### config.mk
export PLATFORM = sky130hd
export DESIGN_NAME = stopwatch_ctrl
export DESIGN_NICKNAME = d
export VERILOG_FILES = /design/src/rtl/stopwatch_ctrl.sv
export SDC_FILE = /design/constraint.sdc
export NUM_CORES = 1
export LEC_CHECK = 0
export ABC_AREA = 1
export CAP_MARGIN = 20
export CORE_ASPECT_RATIO = 1.5
export CORE_MARGIN = 2
export CORE_UTILIZATION = 59
export CTS_CLUSTER_SIZE = 12
export DETAILED_ROUTE_END_ITERATION = 8
export PLACE_DENSITY = 0.85
export SYNTH_ARGS = -nofsm -noshare
export SYNTH_HDL_FRONTEND = slang
export SYNTH_SLANG_ARGS = --single-unit
### constraint.sdc
create_clock -name clk -period 2.16 [get_ports clk]
set_input_delay 0.324 -clock clk [delete_from_list [all_inputs] [get_ports clk]]
set_output_delay 0.324 -clock clk [all_outputs]
set_load 0.03 [all_outputs]
### src/rtl/stopwatch_ctrl.sv
// Stopwatch control FSM: turns debounced button levels into run/clear/lap
// strobes, a display freeze window and the lap-select index.
module stopwatch_ctrl #(
  parameter int unsigned NUM_LAPS    = 5,
  parameter int unsigned HOLD_CYCLES = 100_000_000
) (
  input  logic       clk,
  input  logic       reset,
  input  logic       btn_start_stop,
  input  logic       btn_lap_reset,
  input  logic       btn_recall,
  output logic       run_en,
  output logic       clear,
  output logic       lap_store,
  output logic       freeze,
  output logic [2:0] disp_sel,
  output logic [2:0] lap_count,
  output logic [1:0] state_dbg
);

  localparam int unsigned HoldW = (HOLD_CYCLES > 1) ? $clog2(HOLD_CYCLES) : 1;
  localparam logic [HoldW-1:0] HoldLoad = HoldW'(HOLD_CYCLES - 1);
  localparam logic [2:0] MaxLaps = 3'(NUM_LAPS);

  typedef enum logic [1:0] {
    StIdle  = 2'd0,
    StRun   = 2'd1,
    StLap   = 2'd2,
    StPause = 2'd3
  } state_e;

  state_e           state_q, state_d;
  logic [HoldW-1:0] hold_q, hold_d;
  logic [2:0]       lap_count_q, lap_count_d;
  logic [2:0]       disp_sel_q, disp_sel_d;
  logic             clear_q, clear_d;
  logic             lap_store_q, lap_store_d;
  logic             ss_prev_q, lr_prev_q, rc_prev_q;

  logic       ss_press, lr_press, rc_press;
  logic [2:0] sel_next, lap_inc;

  always_comb begin
    ss_press = btn_start_stop & ~ss_prev_q;
    lr_press = btn_lap_reset & ~lr_prev_q;
    rc_press = btn_recall & ~rc_prev_q;

    // Recall walks 0..lap_count and wraps back to live time.
    if (lap_count_q == 3'd0 || disp_sel_q >= lap_count_q) begin
      sel_next = 3'd0;
    end else begin
      sel_next = disp_sel_q + 3'd1;
    end
    lap_inc = (lap_count_q < MaxLaps) ? lap_count_q + 3'd1 : lap_count_q;

    state_d     = state_q;
    hold_d      = hold_q;
    lap_count_d = lap_count_q;
    disp_sel_d  = disp_sel_q;
    clear_d     = 1'b0;
    lap_store_d = 1'b0;

    unique case (state_q)
      StIdle: begin
        if (ss_press) begin
          state_d    = StRun;
          disp_sel_d = 3'd0;
        end else if (lr_press) begin
          clear_d     = 1'b1;
          lap_count_d = 3'd0;
          disp_sel_d  = 3'd0;
        end else if (rc_press) begin
          disp_sel_d = sel_next;
        end
      end
      StRun: begin
        if (ss_press) begin
          state_d = StPause;
        end else if (lr_press) begin
          lap_store_d = 1'b1;
          lap_count_d = lap_inc;
          hold_d      = HoldLoad;
          state_d     = StLap;
        end
      end
      StLap: begin
        if (ss_press) begin
          state_d = StPause;
        end else if (lr_press) begin
          lap_store_d = 1'b1;
          lap_count_d = lap_inc;
          hold_d      = HoldLoad;
        end else if (hold_q == '0) begin
          state_d = StRun;
        end else begin
          hold_d = hold_q - HoldW'(1);
        end
      end
      StPause: begin
        if (ss_press) begin
          state_d    = StRun;
          disp_sel_d = 3'd0;
        end else if (lr_press) begin
          clear_d     = 1'b1;
          lap_count_d = 3'd0;
          disp_sel_d  = 3'd0;
          state_d     = StIdle;
        end else if (rc_press) begin
          disp_sel_d = sel_next;
        end
      end
      default: state_d = StIdle;
    endcase
  end

  always_ff @(posedge clk) begin
    if (reset) begin
      state_q     <= StIdle;
      hold_q      <= '0;
      lap_count_q <= 3'd0;
      disp_sel_q  <= 3'd0;
      clear_q     <= 1'b1;
      lap_store_q <= 1'b0;
    end else begin
      state_q     <= state_d;
      hold_q      <= hold_d;
      lap_count_q <= lap_count_d;
      disp_sel_q  <= disp_sel_d;
      clear_q     <= clear_d;
      lap_store_q <= lap_store_d;
    end
    // Loaded during reset too, so a button held through reset is not a press.
    ss_prev_q <= btn_start_stop;
    lr_prev_q <= btn_lap_reset;
    rc_prev_q <= btn_recall;
  end

  assign run_en    = (state_q == StRun) || (state_q == StLap);
  assign freeze    = (state_q == StLap);
  assign clear     = clear_q;
  assign lap_store = lap_store_q;
  assign disp_sel  = disp_sel_q;
  assign lap_count = lap_count_q;
  assign state_dbg = state_q;

endmodule

==> results of run 1 <==
## layout make-up
cell class	instances	share of cell area, %
Sequential cell	40	27.3
Timing Repair Buffer	30	9.42
Clock buffer	7	3.28
Tap cell	46	1.96
Multi-Input combinational cell	306	51.6
Clock inverter	1	1.02
Inverter	42	5.37
## per-stage QoR
stage	TNS, ns	area, um2
floorplan	0	2540
global placement	0	2810
detailed placement	-0.0843	2810
CTS	0	2930
global route	0	2940
finish	0	2940
## power groups by stage
stage / Clock (mW) / Combinational, mW / Sequential [mW]
global placement: 0 / 2.22 / 1.20
global route: 0.708 / 2.63 / 1.23
finish: 0.668 / 2.33 / 1.20
floorplan: 0 / 1.72 / 1.16
CTS: 0.673 / 2.29 / 1.19
detailed placement: 0 / 2.27 / 1.21
## how the worst max path moves through the flow
stage,start,endpoint,depth (start not counted)
2_1_floorplan,state_dbg[1],hold_q[5],9
3_3_place_gp,btn_start_stop,hold_q[17],13
3_5_place_dp,btn_lap_reset,hold_q[3],11
4_1_cts,state_dbg[0],freeze,3
5_1_grt,hold_q[0],hold_q[5],11
6_report,state_dbg[0],freeze,3
## state kept, by name, summed over array words and instances (netlist names)
signal / flops
hold_q: 27
disp_sel: 3
lap_count: 3
state_dbg: 2
clear: 1
lap_store: 1
lr_prev_q: 1
rc_prev_q: 1
ss_prev_q: 1
## synthesized netlist by cell type
| cell | instances | area, um2 |
|---|---|---|
| sky130_fd_sc_hd__or2_2 | 3 | 18.8 |
| sky130_fd_sc_hd__nor3_4 | 1 | 16.3 |
| sky130_fd_sc_hd__nand3_1 | 46 | 230 |
| sky130_fd_sc_hd__nand3b_1 | 2 | 15.0 |
| sky130_fd_sc_hd__inv_1 | 39 | 146 |
| sky130_fd_sc_hd__nand2_1 | 84 | 315 |
| sky130_fd_sc_hd__a211oi_1 | 3 | 22.5 |
| sky130_fd_sc_hd__nor3_1 | 4 | 20.0 |
| sky130_fd_sc_hd__or2_1 | 1 | 6.26 |
| sky130_fd_sc_hd__o211ai_1 | 2 | 15.0 |
| sky130_fd_sc_hd__clkbuf_1 | 3 | 11.3 |
| sky130_fd_sc_hd__inv_2 | 3 | 11.3 |
| sky130_fd_sc_hd__o21ai_1 | 16 | 80.1 |
| sky130_fd_sc_hd__xor2_1 | 3 | 26.3 |
| sky130_fd_sc_hd__or2_0 | 2 | 12.5 |
| sky130_fd_sc_hd__a31oi_1 | 1 | 6.26 |
| sky130_fd_sc_hd__nor3b_1 | 1 | 7.51 |
| sky130_fd_sc_hd__nand4_1 | 10 | 62.6 |
| sky130_fd_sc_hd__ha_1 | 12 | 150 |
| sky130_fd_sc_hd__o21ai_0 | 10 | 50.1 |
| sky130_fd_sc_hd__dfxtp_1 | 40 | 801 |
| sky130_fd_sc_hd__nor2_2 | 3 | 18.8 |
| sky130_fd_sc_hd__a21oi_1 | 31 | 155 |
| sky130_fd_sc_hd__buf_2 | 8 | 40.0 |
| sky130_fd_sc_hd__nor2_1 | 67 | 251 |
| sky130_fd_sc_hd__o2111a_1 | 1 | 11.3 |
| sky130_fd_sc_hd__buf_1 | 2 | 7.51 |
| sky130_fd_sc_hd__nand2_2 | 3 | 18.8 |
| sky130_fd_sc_hd__buf_6 | 1 | 11.3 |
## cells by family (layout without fill, tap and decap cells)
group,after synthesis,count (layout)
buffers and inverters,56,80
AO/OA/AOI/OAI,64,64
AND/OR/NAND/NOR,227,227
adder cells (fa/ha/maj),12,12
flip-flops,40,40
XOR/XNOR,3,3
## routing by layer
layer	up-vias	GRT usage [%]	wire length [um]
li1	1360	-	-
met1	1237	34.3	2550
met2	115	54.4	3660
met3	33	5.39	350
met4	0	18.8	363
met5	-	0	0
==> results.json, run 1 <==
{
  "post_layout_nonfiller_instances": 472,
  "mostFrequentLayoutCells": "sky130_fd_sc_hd__nand2_1, sky130_fd_sc_hd__nor2_1, sky130_fd_sc_hd__nand3_1, sky130_fd_sc_hd__inv_1, sky130_fd_sc_hd__dfxtp_1",
  "family_of_cells_with_the_greatest_summed_delay_on_the_critical_path": "buffers and inverters",
  "globalplace.congestion": 0.954,
  "dieWidth_um": 57.6,
  "critical_path_peak_fanout": 7,
  "timing.final.hold_violations": 0,
  "max_clock_freq_ghz": 0.489,
  "io_pins": 17,
  "die-height_um": 84.3,
  "combinationalPowerShare_pct": 55.5,
  "postRouteWirelength_um": 6920,
  "floorplan.initialDensity_pct": 60.8,
  "crit_type": "flop to primary output",
  "timing.max_slew.rel_slack_pct": 74.1,
  "cp.arrival_ns": 1.72,
  "slowest_delay_ns": 0.69,
  "rsz_0062_raised_after_global_routing": "false",
  "postSynthNetCount": 419,
  "synth.mux.area_fraction_pct": 0,
  "worst_slew_pin_slew_ns": 0.386,
  "multiInputGateArea_mm2": 0.00152,
  "netlist_instances": 402,
  "final.setup_skew_ns": 0.00410,
  "synth_xor_area_share_pct": 1.03,
  "dp_worst_setup_slack_ns": -0.0279,
  "final-setup-viol-count": 0,
  "resize_count_post_cts": 1,
  "internal_power_mw": 2.18,
  "ff2ff_setup_slack_ns": 0.21,
  "tritoncts_num_sinks": 40,
  "reg2reg_from": "hold_q[0]",
  "period_needed_ns": 2.05,
  "slew_viol_final": 0,
  "synth.yosys.seq_area_share_pct": 31.5,
  "seq_power_share_pct": 28.6,
  "synth_simple_gate_area_share_pct": 39.1,
  "count_of_cells_along_the_worst_hold_path": 1,
  "via_count": 2745,
  "initial_antenna_violation_count": 0,
  "hold_slack_ns": 0.500,
  "buffer_ports.inserted": 16,
  "layout.cells.most_common": "sky130_fd_sc_hd__nand2_1",
  "ant_nets": 0,
  "tritoncts": "done",
  "h-tree-depth": 2,
  "cp.required_ns": 1.84,
  "static-leakage-power_nw": 1.30,
  "drtIter0Drc": 207,
  "holdCritStartpoint": "btn_start_stop",
  "fillers": 354,
  "synth-seq-cells": 40,
  "path_clk_slew_ns": 0.07,
  "outcome": "finished clean",
  "max-cap-violations": 0,
  "cts_max_path_buffers": 2,
  "final.setup.worst_slack_ns": 0.115,
  "worst_hold_class": "primary input to flop",
  "crit_path_cell_trace": "inv_1, ha_1, clkdlybuf4s50_1",
  "cts_made_buffers": 5,
  "critPathCaptureType": "primary output",
  "synth_area_per_cell_um2": 6.32,
  "syn_area_mm2": 0.00254,
  "cts.repair_timing.setup_buffer_count": 0,
  "min_delay_worst_endpoint": "ss_prev_q",
  "power.density_mw_per_mm2": 1430,
  "dieArea_mm2": 0.00485,
  "insertion_delay_ns": 0.29,
  "clock-root-buffer": "sky130_fd_sc_hd__clkbuf_8",
  "first_global_vias": 2724,
  "antennaDiodeCount": 0,
  "synth.distinct_cells": 29,
  "crit-reg2reg-capture": "hold_q[17]",
  "remaining_drc_errors": 0,
  "nNetsFinal": 442,
  "synth_top_family_by_area": "simple AND/OR/NAND/NOR gates",
  "pin_count_of_the_biggest_net_entering_global_routing": 27,
  "synth_compound_gate_area_share_pct": 13.4,
  "grt_overflow": 0,
  "dp_hpwl_um": 5120,
  "finalCritPeriodShare_pct": 94.7,
  "worst_r2r_path_depth": 12,
  "p_clk_share_pct": 15.9,
  "synthesized_area_fraction_occupied_by_adder_cells_pct": 5.91,
  "regArea_um2": 802,
  "power.switching_mw": 2.02,
  "synthesis.yosys.warnings": 0,
  "p_total_mw": 4.20,
  "core.rowCount": 29,
  "vdd_drop_max_mv": 0.910,
  "wl_per_cell_um": 14.7,
  "drive_above_1_share_pct": 8.92,
  "cts.hold.buffers_added": 0,
  "flow.area_growth_from_synthesis_pct": 15.6,
  "track_usage_pct": 31.3,
  "switching_share_pct": 48.2,
  "post-place-cells": 464,
  "via_per_inst": 5.82,
  "grt_first_pass_wirelength_um": 12100,
  "post-route-util_pct": 70.3,
  "cp_slowest_cell": "sky130_fd_sc_hd__clkdlybuf4s50_1",
  "first_pass_iters": 5,
  "setup.worst_path.start_class": "flop",
  "critical_path.n_buffers_inverters": 2,
  "coreArea_mm2": 0.00417
}
Power figures use the tool's default switching activity.
==> run 2: changes to the inputs <==
--- a/config.mk
+++ b/config.mk
@@ -13,6 +13,7 @@
 export CTS_CLUSTER_SIZE = 12
 export DETAILED_ROUTE_END_ITERATION = 8
 export PLACE_DENSITY = 0.85
+export SLEW_MARGIN = 20
 export SYNTH_ARGS = -nofsm -noshare
 export SYNTH_HDL_FRONTEND = slang
 export SYNTH_SLANG_ARGS = --single-unit
==> results of run 2 <==
The final DEF is identical to that of run 1; final timing and power are the same.
